<file path="src/rtl/core_lsu_if.sv">
// core_lsu_if: data-memory req/gnt/rvalid bus between the LSU (master) and memory (slave).
interface core_lsu_if #(
   parameter int DATA_WIDTH = 32
);
   logic                  req;
   logic                  we;
   logic [DATA_WIDTH-1:0] addr;
   logic [3:0]            be;
   logic [DATA_WIDTH-1:0] wdata;
   logic                  gnt;
   logic                  rvalid;
   logic [DATA_WIDTH-1:0] rdata;

   modport master (output req, we, addr, be, wdata, input gnt, rvalid, rdata);
   modport slave  (input req, we, addr, be, wdata, output gnt, rvalid, rdata);
endinterface

</file>
<file path="src/rtl/core_lsu.sv">
// core_lsu: load/store unit issuing one data-memory transaction per op, stalling EX until done.
module core_lsu #(
   parameter int DATA_WIDTH = 32
) (
   input  logic                  clk,
   input  logic                  rst,
   input  logic                  ex_valid,
   input  logic                  ex_mem_read,
   input  logic                  ex_mem_write,
   input  logic [2:0]            ex_funct3,
   input  logic [4:0]            ex_rd,
   input  logic [DATA_WIDTH-1:0] alu_out,
   input  logic [DATA_WIDTH-1:0] ex_store_data,
   output logic                  lsu_stall,
   output logic                  lsu_exc,
   output logic                  wb_valid,
   output logic [4:0]            wb_rd,
   output logic [DATA_WIDTH-1:0] wb_data,
   core_lsu_if.master            dmem
);
   typedef enum logic [1:0] {IDLE, REQ, WAIT} state_t;

   state_t                state_q, state_d;
   logic                  we_q, we_d;
   logic [DATA_WIDTH-1:0] addr_q, addr_d;
   logic [3:0]            be_q, be_d;
   logic [DATA_WIDTH-1:0] wdata_q, wdata_d;
   logic [4:0]            rd_q, rd_d;
   logic [2:0]            f3_q, f3_d;
   logic [1:0]            off_q, off_d;
   logic                  exc_q, exc_d;
   logic                  wbv_q, wbv_d;
   logic [4:0]            wb_rd_q, wb_rd_d;
   logic [DATA_WIDTH-1:0] wb_data_q, wb_data_d;

   logic                  new_op, illegal, misal, accept, sgn;
   logic [3:0]            be_new;
   logic [DATA_WIDTH-1:0] wdata_new, ld_ext;
   logic [7:0]            ld_byte;
   logic [15:0]           ld_half;

   always_comb begin
      new_op    = ex_valid & (ex_mem_read | ex_mem_write);
      illegal   = (ex_mem_read & ex_mem_write) | (ex_funct3[1:0] == 2'b11) |
                  (ex_funct3[2] & ex_funct3[1]) | (ex_mem_write & ex_funct3[2]);
      misal     = ((ex_funct3[1:0] == 2'b01) & alu_out[0]) |
                  ((ex_funct3[1:0] == 2'b10) & (alu_out[1:0] != 2'b00));
      accept    = (state_q == IDLE) & new_op & ~illegal & ~misal;
      be_new    = ex_funct3[1] ? 4'b1111 : ex_funct3[0] ? (alu_out[1] ? 4'b1100 : 4'b0011)
                                                        : 4'b0001 << alu_out[1:0];
      wdata_new = ex_funct3[1] ? ex_store_data : ex_funct3[0] ? {2{ex_store_data[15:0]}}
                                                              : {4{ex_store_data[7:0]}};
      ld_byte   = dmem.rdata[{off_q, 3'b000} +: 8];
      ld_half   = off_q[1] ? dmem.rdata[31:16] : dmem.rdata[15:0];
      sgn       = ~f3_q[2];
      ld_ext    = f3_q[1] ? dmem.rdata : f3_q[0] ? {{16{sgn & ld_half[15]}}, ld_half}
                                                 : {{24{sgn & ld_byte[7]}}, ld_byte};
      state_d   = accept ? REQ :
                  ((state_q == REQ) & dmem.gnt) ? (we_q ? IDLE : WAIT) :
                  ((state_q == WAIT) & dmem.rvalid) ? IDLE : state_q;
      we_d      = accept ? ex_mem_write : we_q;
      addr_d    = accept ? {alu_out[DATA_WIDTH-1:2], 2'b00} : addr_q;
      be_d      = accept ? be_new : be_q;
      wdata_d   = accept ? wdata_new : wdata_q;
      rd_d      = accept ? ex_rd : rd_q;
      f3_d      = accept ? ex_funct3 : f3_q;
      off_d     = accept ? alu_out[1:0] : off_q;
      exc_d     = (state_q == IDLE) & new_op & (illegal | misal);
      wbv_d     = (state_q == WAIT) & dmem.rvalid;
      wb_rd_d   = wbv_d ? rd_q : wb_rd_q;
      wb_data_d = wbv_d ? ld_ext : wb_data_q;
   end

   // Stall releases in the completing cycle so EX advances on the same edge as the return to IDLE.
   assign lsu_stall   = accept | ((state_q == REQ) & ~(dmem.gnt & we_q)) |
                        ((state_q == WAIT) & ~dmem.rvalid);
   assign lsu_exc     = exc_q;
   assign wb_valid    = wbv_q;
   assign wb_rd       = wb_rd_q;
   assign wb_data     = wb_data_q;
   assign dmem.req    = (state_q == REQ);
   assign dmem.we     = we_q;
   assign dmem.addr   = addr_q;
   assign dmem.be     = be_q;
   assign dmem.wdata  = wdata_q;

   always_ff @(posedge clk) begin
      if (rst) begin
         state_q   <= IDLE;
         we_q      <= 1'b0;
         addr_q    <= '0;
         be_q      <= '0;
         wdata_q   <= '0;
         rd_q      <= '0;
         f3_q      <= '0;
         off_q     <= '0;
         exc_q     <= 1'b0;
         wbv_q     <= 1'b0;
         wb_rd_q   <= '0;
         wb_data_q <= '0;
      end else begin
         state_q   <= state_d;
         we_q      <= we_d;
         addr_q    <= addr_d;
         be_q      <= be_d;
         wdata_q   <= wdata_d;
         rd_q      <= rd_d;
         f3_q      <= f3_d;
         off_q     <= off_d;
         exc_q     <= exc_d;
         wbv_q     <= wbv_d;
         wb_rd_q   <= wb_rd_d;
         wb_data_q <= wb_data_d;
      end
   end
endmodule
</file>
<file path="src/flat_wrapper.sv">
// flat-port wrapper written by rule: the top's interface ports become plain ports
module core_lsu_flat 
#(
   parameter int DATA_WIDTH = 32
)
  (clk, rst, ex_valid, ex_mem_read, ex_mem_write, ex_funct3, ex_rd, alu_out, ex_store_data, lsu_stall, lsu_exc, wb_valid, wb_rd, wb_data, dmem_req, dmem_we, dmem_addr, dmem_be, dmem_wdata, dmem_gnt, dmem_rvalid, dmem_rdata);
  core_lsu_if #(.DATA_WIDTH(DATA_WIDTH)) dmem_i ();
  input  logic clk;
  input  logic rst;
  input  logic ex_valid;
  input  logic ex_mem_read;
  input  logic ex_mem_write;
  input  logic [2:0] ex_funct3;
  input  logic [4:0] ex_rd;
  input  logic [DATA_WIDTH-1:0] alu_out;
  input  logic [DATA_WIDTH-1:0] ex_store_data;
  output logic lsu_stall;
  output logic lsu_exc;
  output logic wb_valid;
  output logic [4:0] wb_rd;
  output logic [DATA_WIDTH-1:0] wb_data;
  output wire logic [$bits(dmem_i.req)-1:0] dmem_req;
  output wire logic [$bits(dmem_i.we)-1:0] dmem_we;
  output wire logic [$bits(dmem_i.addr)-1:0] dmem_addr;
  output wire logic [$bits(dmem_i.be)-1:0] dmem_be;
  output wire logic [$bits(dmem_i.wdata)-1:0] dmem_wdata;
  input wire logic [$bits(dmem_i.gnt)-1:0] dmem_gnt;
  input wire logic [$bits(dmem_i.rvalid)-1:0] dmem_rvalid;
  input wire logic [$bits(dmem_i.rdata)-1:0] dmem_rdata;
  assign dmem_req = dmem_i.req;
  assign dmem_we = dmem_i.we;
  assign dmem_addr = dmem_i.addr;
  assign dmem_be = dmem_i.be;
  assign dmem_wdata = dmem_i.wdata;
  assign dmem_i.gnt = dmem_gnt;
  assign dmem_i.rvalid = dmem_rvalid;
  assign dmem_i.rdata = dmem_rdata;
  core_lsu #(.DATA_WIDTH(DATA_WIDTH)) u_core (.clk(clk), .rst(rst), .ex_valid(ex_valid), .ex_mem_read(ex_mem_read), .ex_mem_write(ex_mem_write), .ex_funct3(ex_funct3), .ex_rd(ex_rd), .alu_out(alu_out), .ex_store_data(ex_store_data), .lsu_stall(lsu_stall), .lsu_exc(lsu_exc), .wb_valid(wb_valid), .wb_rd(wb_rd), .wb_data(wb_data), .dmem(dmem_i));
endmodule
</file>
<file path="config.mk">
export PLATFORM = sky130hd
export DESIGN_NAME = core_lsu_flat
export DESIGN_NICKNAME = d
export VERILOG_FILES = /design/src/rtl/core_lsu_if.sv /design/src/rtl/core_lsu.sv /design/src/flat_wrapper.sv
export SDC_FILE = /design/constraint.sdc
export NUM_CORES = 1
export LEC_CHECK = 0
export CAP_MARGIN = 30
export CORE_AREA = 2 2 116 118
export CTS_CLUSTER_SIZE = 20
export DETAILED_ROUTE_END_ITERATION = 7
export DIE_AREA = 0 0 118 120
export PLACE_DENSITY = 0.79
export SLEW_MARGIN = 30
export SYNTH_ARGS = -nofsm -noshare
export SYNTH_HDL_FRONTEND = slang
export SYNTH_SLANG_ARGS = --single-unit
export TNS_END_PERCENT = 1
</file>
<file path="constraint.sdc">
create_clock -name clk -period 2.2 [get_ports clk]
set_input_delay 0.33 -clock clk [delete_from_list [all_inputs] [get_ports clk]]
set_output_delay 0.33 -clock clk [all_outputs]
set_load 0.05 [all_outputs]
</file>
==> results.cfg, run 1 <==
[status]
status = finished clean

[synth]
syn_avg_cell_area_sq_um = 8.54
synth_cells = 635
yosysSeqAreaShare = 0.436
synth.distinct_cells = 40
synth_area_sq_um = 5420
ys_warn_count = 0
ys_seq_elements = 118

[cells_and_area]
diodes = 0
area_delta_synth_final_pct = 56.3
final_common_cell = clkdlybuf4s50_1
most-common-layout-cells = clkdlybuf4s50_1 (215), dfxtp_1 (118), a21oi_1 (83)
num-nets-final = 946
drive_above_1_share = 0.0943

[floorplanning]
initial_core_util = 0.418
die_w_um = 118
rows = 42
die_height_um = 120
core_area_sq_um = 13000
pin_count = 221
design.die.area_sq_um = 14200

[routing]
drt-wirelength-per-cell_um = 19.3
ant_nets = 0
post-route-drc-count = 0
via_count = 6091
drt_first_pass_iters = 5
routed_wl_mm = 19.8
avgViaCountPerCell = 5.95
drt_iter0_drc = 692

[timing]
setup_violations = 0
grt_setup_unrepaired = false
tightest_slew_ps = 728
fmax_mhz = 462
report.final.slew_viol_count = 0
fin_skew_ps = 10.6
fin_crit_sh = 0.985
fin_hold_ws_ps = 452
relSlewSlack = 0.511
period_minus_slack_ps = 2170
setup-tns-final_ps = 0
finalHoldViolCount = 0

[worst_setup_path]
reg2reg_from = u_core.off_q[1]
rrSetupSlack_ps = 380
crit_path_max_fanout = 4
reg2reg_depth = 4
crit_required_ps = 1870
worstSetupEndpointType = output port
worstSetupStartpoint = ex_funct3[0]
worstPathArrival_ps = 1840
crit_path_end = lsu_stall
worstSetupPathType = in2out
cp-start-kind = primary input
r2r_end = u_core.wb_data[6]

[clock_network]
htreeDepth = 4
cts_num_sinks = 118
post_cts_buffers = 0
cts-buffers-inserted = 17
ctsHoldBuffers = 0
cts_resized = 1
clk_latency_ps = 410
cts_root_buffer = clkbuf_16
cts_buffer_depth = 2
tritoncts = done
clk_pin_slew_worst_paths_ps = 50

[global_route]
antenna_found_initial = 0
overflow = 0
first_global_vias = 5839
grt_pass1_wl_mm = 31.2
track_usage = 0.274
grt_max_degree = 89

[placed_design]
io_buffers = 218
dp_hpwl_mm = 13.5
gp_congestion = 0.917

[pwr]
powerDensity_nw_per_um2 = 724
p_leak_nw = 2.90
vdd_drop_max_mv = 0.838
power_mw = 6.14

[flow_run]
maxCapViolCount = 0

[hold_path]
hold_class = in2reg
[cell usage after synthesis]
| library cell | number | area [sq um] |
|---|---|---|
| and2_1 | 1 | 6.26 |
| nor2b_1 | 2 | 12.5 |
| o211ai_1 | 2 | 15.0 |
| nor4_1 | 2 | 12.5 |
| nand2b_1 | 5 | 31.3 |
| o21ai_0 | 45 | 225 |
| o311ai_0 | 2 | 17.5 |
| nor2b_2 | 1 | 8.76 |
| nand4_1 | 48 | 300 |
| o31ai_4 | 1 | 21.3 |
| nand4bb_1 | 1 | 11.3 |
| nor3_4 | 1 | 16.3 |
| nand2_1 | 62 | 233 |
| buf_6 | 2 | 22.5 |
| o21ai_1 | 1 | 5.00 |
| buf_4 | 3 | 22.5 |
| and3b_1 | 1 | 8.76 |
| o21bai_1 | 1 | 7.51 |
| buf_2 | 12 | 60.1 |
| a31oi_1 | 19 | 119 |
| o31ai_1 | 49 | 368 |
| a311oi_1 | 3 | 26.3 |
| mux2i_1 | 42 | 420 |
| o31a_4 | 1 | 17.5 |
| nand3_1 | 1 | 5.00 |
| dfxtp_1 | 118 | 2360 |
| nand3b_1 | 9 | 67.6 |
| conb_1 | 1 | 3.75 |
| nor2_1 | 23 | 86.3 |
| o31a_1 | 1 | 8.76 |
| a21oi_1 | 83 | 415 |
| buf_1 | 2 | 7.51 |
| mux2_2 | 1 | 11.3 |
| a211oi_1 | 17 | 128 |
| clkinv_1 | 1 | 3.75 |
| inv_1 | 3 | 11.3 |
| o221a_2 | 7 | 78.8 |
| nor3_1 | 8 | 40.0 |
| o211a_1 | 1 | 10.0 |
| clkbuf_1 | 52 | 195 |
[layer usage]
metal  up-vias  track usage  wire (um)
met1      2928        0.324       7790
met5         -            0          0
met3        52        0.106       1830
met4         0        0.107        646
li1       2784            -          -
met2       327        0.449       9520
[worst min-delay path by stage]
stage / to / start / cells after the start / slack (ps)
floorplan: u_core.wb_rd[0] / u_core.rd_q[0] / 2 / 430
global placement: u_core.dmem.wdata[13] / u_core.dmem.wdata[13] / 2 / 440
detailed placement: u_core.dmem.wdata[24] / u_core.dmem.wdata[24] / 2 / 450
CTS: u_core.wb_valid / rst / 3 / 430
global route: u_core.wb_data[29] / rst / 5 / 450
finish: u_core.wb_data[29] / rst / 5 / 450
[critical path, cell delays in order]
cell             delay [ps]
clkdlybuf4s50_1         600
o21ai_1                 160
and2_2                  230
nand3_1                 130
o211ai_1                190
buf_12                  200
[layout make-up]
type | instances | area (sq um)
clock inverter | 9 | 123
fill | 1078 | 4510
clock buffer | 23 | 488
inverter | 4 | 15.0
sequential | 118 | 2360
timing repair buffer | 251 | 2520
multi-input combinational | 443 | 2750
tap | 176 | 220
[logic make-up (layout without fill, tap and decap cells)]
logic type             count (synthesis)  count (layout)  synth area share
AOI/OAI and AO/OA                    233             233             0.270
other                                  1               2          0.000692
buffers and inverters                 75             287            0.0595
and+or+nand+nor                      165             165             0.155
muxes                                 43              43            0.0796
DFF                                  118             118             0.436
[metrics by stage]
stage / cell area, sq um / setup WS, ps / cells / utilization
4_1_cts: 8470 / 9.46 / 1024 / 0.653
2_1_floorplan: 5430 / 133 / 636 / -
3_3_place_gp: 7870 / 53.2 / 992 / 0.606
3_5_place_dp: 7870 / 8.66 / 992 / 0.606
5_1_grt: 8470 / 6.39 / 1024 / 0.653
6_report: 8470 / 33.7 / 1024 / 0.653
[power by group]
part | switching (mW) | leakage (nW) | total (mW) | internal, mW
Combinational | 0.629 | 1.65 | 1.06 | 0.429
Clock | 0.951 | 0.303 | 2.84 | 1.89
Sequential | 0.0379 | 0.955 | 2.24 | 2.20
Total | 1.62 | 2.90 | 6.14 | 4.52
[registers in the layout (all words and copies together) (netlist names), 3 cells and up]
register,flops
u_core.dmem.be,4
u_core.rd_q,5
u_core.wb_data,32
u_core.dmem.wdata,32
u_core.dmem.addr,30
u_core.f3_q,3
u_core.wb_rd,5
(Power assumes the default switching activity.)
==> inputs of run 2 (changes only) <==
--- a/config.mk
+++ b/config.mk
@@ -6,9 +6,9 @@
 export NUM_CORES = 1
 export LEC_CHECK = 0
-export CAP_MARGIN = 30
-export CORE_AREA = 2 2 116 118
+export CAP_MARGIN = 20
+export CORE_AREA = 3 3 117 119
 export CTS_CLUSTER_SIZE = 20
 export DETAILED_ROUTE_END_ITERATION = 7
-export DIE_AREA = 0 0 118 120
+export DIE_AREA = 0 0 120 122
 export PLACE_DENSITY = 0.79
 export SLEW_MARGIN = 30
==> constraint.sdc (replaced) <==
create_clock -name clk -period 2.2 [get_ports clk]
set_input_delay 0.33 -clock clk [delete_from_list [all_inputs] [get_ports clk]]
set_output_delay 0.33 -clock clk [all_outputs]
set_load 0.02 [all_outputs]
==> run 2 against run 1 <==
Register-to-register slack hardly changed. Core utilization grew 0.65 points. First-iteration DRC count is 25% lower. Non-clock buffer count up 4. Via count fell by 2.7%. Count of clock-buffer cells in the layout grew 2. Sequential power about the same. Maximum frequency rose by 6.5%. Critical endpoint unchanged. Clock skew shrank 4.3 ps.
==> results.cfg, run 2 (synthesized netlist as in run 1, its figures left out) <==
[routing]
post-route-drc-count = 0
avgViaCountPerCell = 5.81
drt_iter0_drc = 520
drt-wirelength-per-cell_um = 19.2
routed_wl_mm = 19.6
via_count = 5929
ant_nets = 0
drt_first_pass_iters = 5

[timing]
grt_setup_unrepaired = false
fin_skew_ps = 6.31
finalHoldViolCount = 0
period_minus_slack_ps = 2030
setup-tns-final_ps = 0
setup_violations = 0
fmax_mhz = 491
report.final.slew_viol_count = 0
relSlewSlack = 0.556
setup_slack_ps = 165
fin_hold_ws_ps = 313
fin_crit_sh = 0.925
tightest_slew_ps = 667

[placed_design]
dpl.cell_count = 992
io_buffers = 218
place_area_sq_um = 7840
post-place-ws_ps = -327
dp_hpwl_mm = 13.4
gp_congestion = 0.904

[cells_and_area]
multi_input_area_sq_um = 2750
utilization = 0.659
nFillCells = 1058
diodes = 0
final_common_cell = clkdlybuf4s50_1
final_area_sq_um = 8360
num-nets-final = 950
area_delta_synth_final_pct = 54.1
regArea_sq_um = 2360
most-common-layout-cells = clkdlybuf4s50_1 (216), dfxtp_1 (118), a21oi_1 (83)
stdcell_count = 1021
drive_above_1_share = 0.0931

[clock_network]
ctsHoldBuffers = 0
tritoncts = done
cts_num_sinks = 118
htreeDepth = 4
cts-buffers-inserted = 17
cts_root_buffer = clkbuf_16
cts_buffer_depth = 2
clk_pin_slew_worst_paths_ps = 50
clk_latency_ps = 410
post_cts_buffers = 0

[pwr]
switching_share = 0.259
powerDensity_nw_per_um2 = 671
power_mw = 5.61
clkPwrFrac = 0.438
p_leak_nw = 2.85
power.switching_mw = 1.45
p_comb_frac = 0.163
p_seq_frac = 0.399
vdd_drop_max_mv = 0.492
internal-power_mw = 4.15

[worst_setup_path]
rrSetupSlack_ps = 390
worstSetupEndpointType = output port
crit_path_max_fanout = 2
worstPathArrival_ps = 1700
crit_required_ps = 1870
worstSetupPathType = in2out
cp-start-kind = primary input

[floorplanning]
die_w_um = 120
initial_core_util = 0.428
core_area_sq_um = 12700
die_height_um = 122
rows = 41
pin_count = 221
design.die.area_sq_um = 14600

[global_route]
track_usage = 0.259
grt_pass1_wl_mm = 30.2
overflow = 0
grt_max_degree = 62
first_global_vias = 5716
antenna_found_initial = 0

[hold_path]
hold_class = in2reg

[flow_run]
maxCapViolCount = 0

[status]
status = finished clean
## run 2: cell count changes in the layout (fill, tap and decap cells not counted)
| cell | before | now |
|---|---|---|
| buf_4 | 26 | 33 |
| clkbuf_1 | 2 | 4 |
| clkinv_2 | 5 | 3 |
| dlygate4sd2_1 | 1 | 0 |
| buf_12 | 8 | 4 |
| clkdlybuf4s50_1 | 215 | 216 |
| clkbuf_2 | 0 | 1 |
| bufinv_16 | 3 | 0 |
## run 2: final timing paths
check	start	endpoint	depth (start not counted)
min reg2reg	u_core.dmem.wdata[10]	u_core.dmem.wdata[10]	2
min	rst	u_core.wb_data[31]	2
max reg2reg	u_core.state_q[0]	u_core.dmem.wdata[21]	5
max	ex_funct3[2]	lsu_stall	6
## run 2: power by group through the flow
| stage | clock network (mW) | registers, mW | logic (mW) |
|---|---|---|---|
| 5_1_grt | 2.58 | 2.24 | 0.963 |
| 2_1_floorplan | 0 | 2.34 | 0.362 |
| 3_5_place_dp | 0 | 2.28 | 0.897 |
| 6_report | 2.46 | 2.24 | 0.912 |
| 4_1_cts | 2.49 | 2.24 | 0.902 |
| 3_3_place_gp | 0 | 2.28 | 0.882 |
## run 2: critical path: stages
cell             delay [ps]
clkdlybuf4s50_1         430
buf_4                   160
o31ai_4                 260
nand3_1                 160
o211ai_1                150
clkbuf_2                220
## run 2: timing repair
action,in CTS,in global routing
hold endpoints to repair,0,0
endpoints found under the setup margin,1,1
resized for setup,2,2
cloned,0,0
## run 2: layout make-up
type                       instances  share of cell area
tap                              172              0.0258
inverter                           4             0.00180
timing repair buffer             255               0.299
clock buffer                      25              0.0593
clock inverter                     4             0.00270
multi-input combinational        443               0.329
sequential                       118               0.283
## run 2: metal layers
metal  GRT usage  vias to the layer above  share of wire
met2       0.425                      295           0.48
met1       0.309                     2824           0.41
met4      0.0852                        0          0.018
li1            -                     2785              -
met5           0                        -              0
met3       0.104                       25          0.096
==> inputs of run 3 (changes only) <==
REMOVE_ABC_BUFFERS = 1   (was default)
==> run 3 against run 2 <==
Count of clock-buffer cells in the layout is 6 lower. Largest power group unchanged. Hold slack better by 50 ps. Critical path type is now reg2out. Clock power is 10% higher. Largest cell class unchanged. Final area is 0.43% higher. Maximum frequency is 0.21% higher. Combinational power is 2% lower. Worst setup slack better by 4.3 ps. Clock skew is 1.9 ps higher. Critical endpoint is now dmem_req. Final cell count is 0.39% higher. First-iteration DRC count is 15% higher. Non-clock buffer count is 1 higher.
==> results.cfg, run 3 (synthesized netlist as in run 1, its figures left out) <==
[status]
status = finished clean

[floorplanning]
core_area_sq_um = 12700
initial_core_util = 0.428
rows = 41
die_w_um = 120
design.die.area_sq_um = 14600
die_height_um = 122
pin_count = 221

[pwr]
powerDensity_nw_per_um2 = 696
vdd_drop_max_mv = 0.401
p_leak_nw = 2.88

[timing]
period_minus_slack_ps = 2030
report.final.slew_viol_count = 0
fmax_mhz = 493
grt_setup_unrepaired = false
tightest_slew_ps = 663
setup_slack_ps = 170
fin_crit_sh = 0.923
fin_skew_ps = 8.20
setup-tns-final_ps = 0
fin_hold_ws_ps = 363
relSlewSlack = 0.555
finalHoldViolCount = 0
setup_violations = 0

[routing]
drt_iter0_drc = 600
post-route-drc-count = 0
routed_wl_mm = 18.8
drt_first_pass_iters = 5
via_count = 5916
ant_nets = 0
avgViaCountPerCell = 5.77
drt-wirelength-per-cell_um = 18.4

[placed_design]
place_area_sq_um = 7810
post-place-ws_ps = -333
dp_hpwl_mm = 12.9
io_buffers = 218
gp_congestion = 0.890

[hold_path]
hold_class = in2reg
hold_path_startpoint = rst
min_to = u_core.wb_data[17]
min_path_cells = 4

[cells_and_area]
diodes = 0
multi_input_area_sq_um = 2750
area_delta_synth_final_pct = 54.8
num-nets-final = 951
final_area_sq_um = 8390
utilization = 0.662
most-common-layout-cells = clkdlybuf4s50_1 (216), dfxtp_1 (118), a21oi_1 (83)
regArea_sq_um = 2360
final_common_cell = clkdlybuf4s50_1
drive_above_1_share = 0.102
nFillCells = 1035

[worst_setup_path]
worst-path-buf-inv = 1
worstPathArrival_ps = 1700
cp_top_family = buffers and inverters
critPathMaxStageDelay_ps = 640
rrSetupSlack_ps = 350
critical_path.cell_chain = nor2b_1 > clkdlybuf4s50_1
r2r_end = u_core.dmem.wdata[23]
reg2reg_from = u_core.state_q[0]
reg2reg_depth = 5
critical-path-slowest-cell = clkdlybuf4s50_1
cp-start-kind = flip-flop
crit_path_max_fanout = 8
worstSetupPathType = reg2out
crit_required_ps = 1870
worstSetupEndpointType = output port

[clock_network]
post_cts_buffers = 0
cts_num_sinks = 118
cts_buffer_depth = 2
cts_root_buffer = clkbuf_16
clk_latency_ps = 420
tritoncts = done
ctsHoldBuffers = 0
clk_pin_slew_worst_paths_ps = 50
cts-buffers-inserted = 17
htreeDepth = 4

[global_route]
antenna_found_initial = 1
overflow = 0
track_usage = 0.248
grt_pass1_wl_mm = 29.3
first_global_vias = 5901
grt_max_degree = 62

[flow_run]
maxCapViolCount = 0
==> run 3: area by class of cell <==
type                            instances  area share
Tap cell                              172      0.0256
Inverter                                4     0.00179
Clock buffer                           19      0.0540
Sequential cell                       118       0.281
Clock inverter                         13      0.0157
Multi-Input combinational cell        443       0.327
Timing Repair Buffer                  256       0.294
==> run 3: worst max-delay path by stage <==
stage                           start           endpoint  depth (start not counted)
floorplan                ex_mem_write  u_core.dmem.be[1]                          3
global placement           alu_out[0]          lsu_stall                          6
detailed placement         alu_out[0]          lsu_stall                          6
CTS                        alu_out[0]          lsu_stall                          6
global route        u_core.state_q[0]           dmem_req                          2
finish              u_core.state_q[0]           dmem_req                          2
==> run 3: per-stage QoR <==
stage / power [mW] / instances
detailed placement: 3.16 / 993
finish: 5.84 / 1025
global placement: 3.14 / 993
floorplan: 2.64 / 565
CTS: 5.87 / 1025
global route: 6.04 / 1025
==> run 3: routing by layer <==
| layer | global-route usage | share of wire | wire length [um] |
|---|---|---|---|
| met2 | 0.410 | 0.48 | 9120 |
| met5 | 0 | 0.00069 | 13 |
| met4 | 0.0981 | 0.022 | 414 |
| met3 | 0.0887 | 0.087 | 1630 |
| met1 | 0.296 | 0.41 | 7640 |
==> run 3: worst min-delay path: cells and delay by family <==
kind | cells | cell delay (ps)
buffers and inverters | 2 | 240
AO/OA/AOI/OAI | 2 | 160
==> run 3: power by group <==
| group | leakage (nW) | switching [mW] | internal (mW) |
|---|---|---|---|
| Sequential | 0.955 | 0.0358 | 2.20 |
| Clock | 0.288 | 0.998 | 1.71 |
| Combinational | 1.64 | 0.482 | 0.412 |
==> run 3: what timing repair did <==
item | 4_1_cts | 5_1_grt
gates resized for setup | 2 | 2
cloned | 0 | 0
setup endpoints to repair | 1 | 1
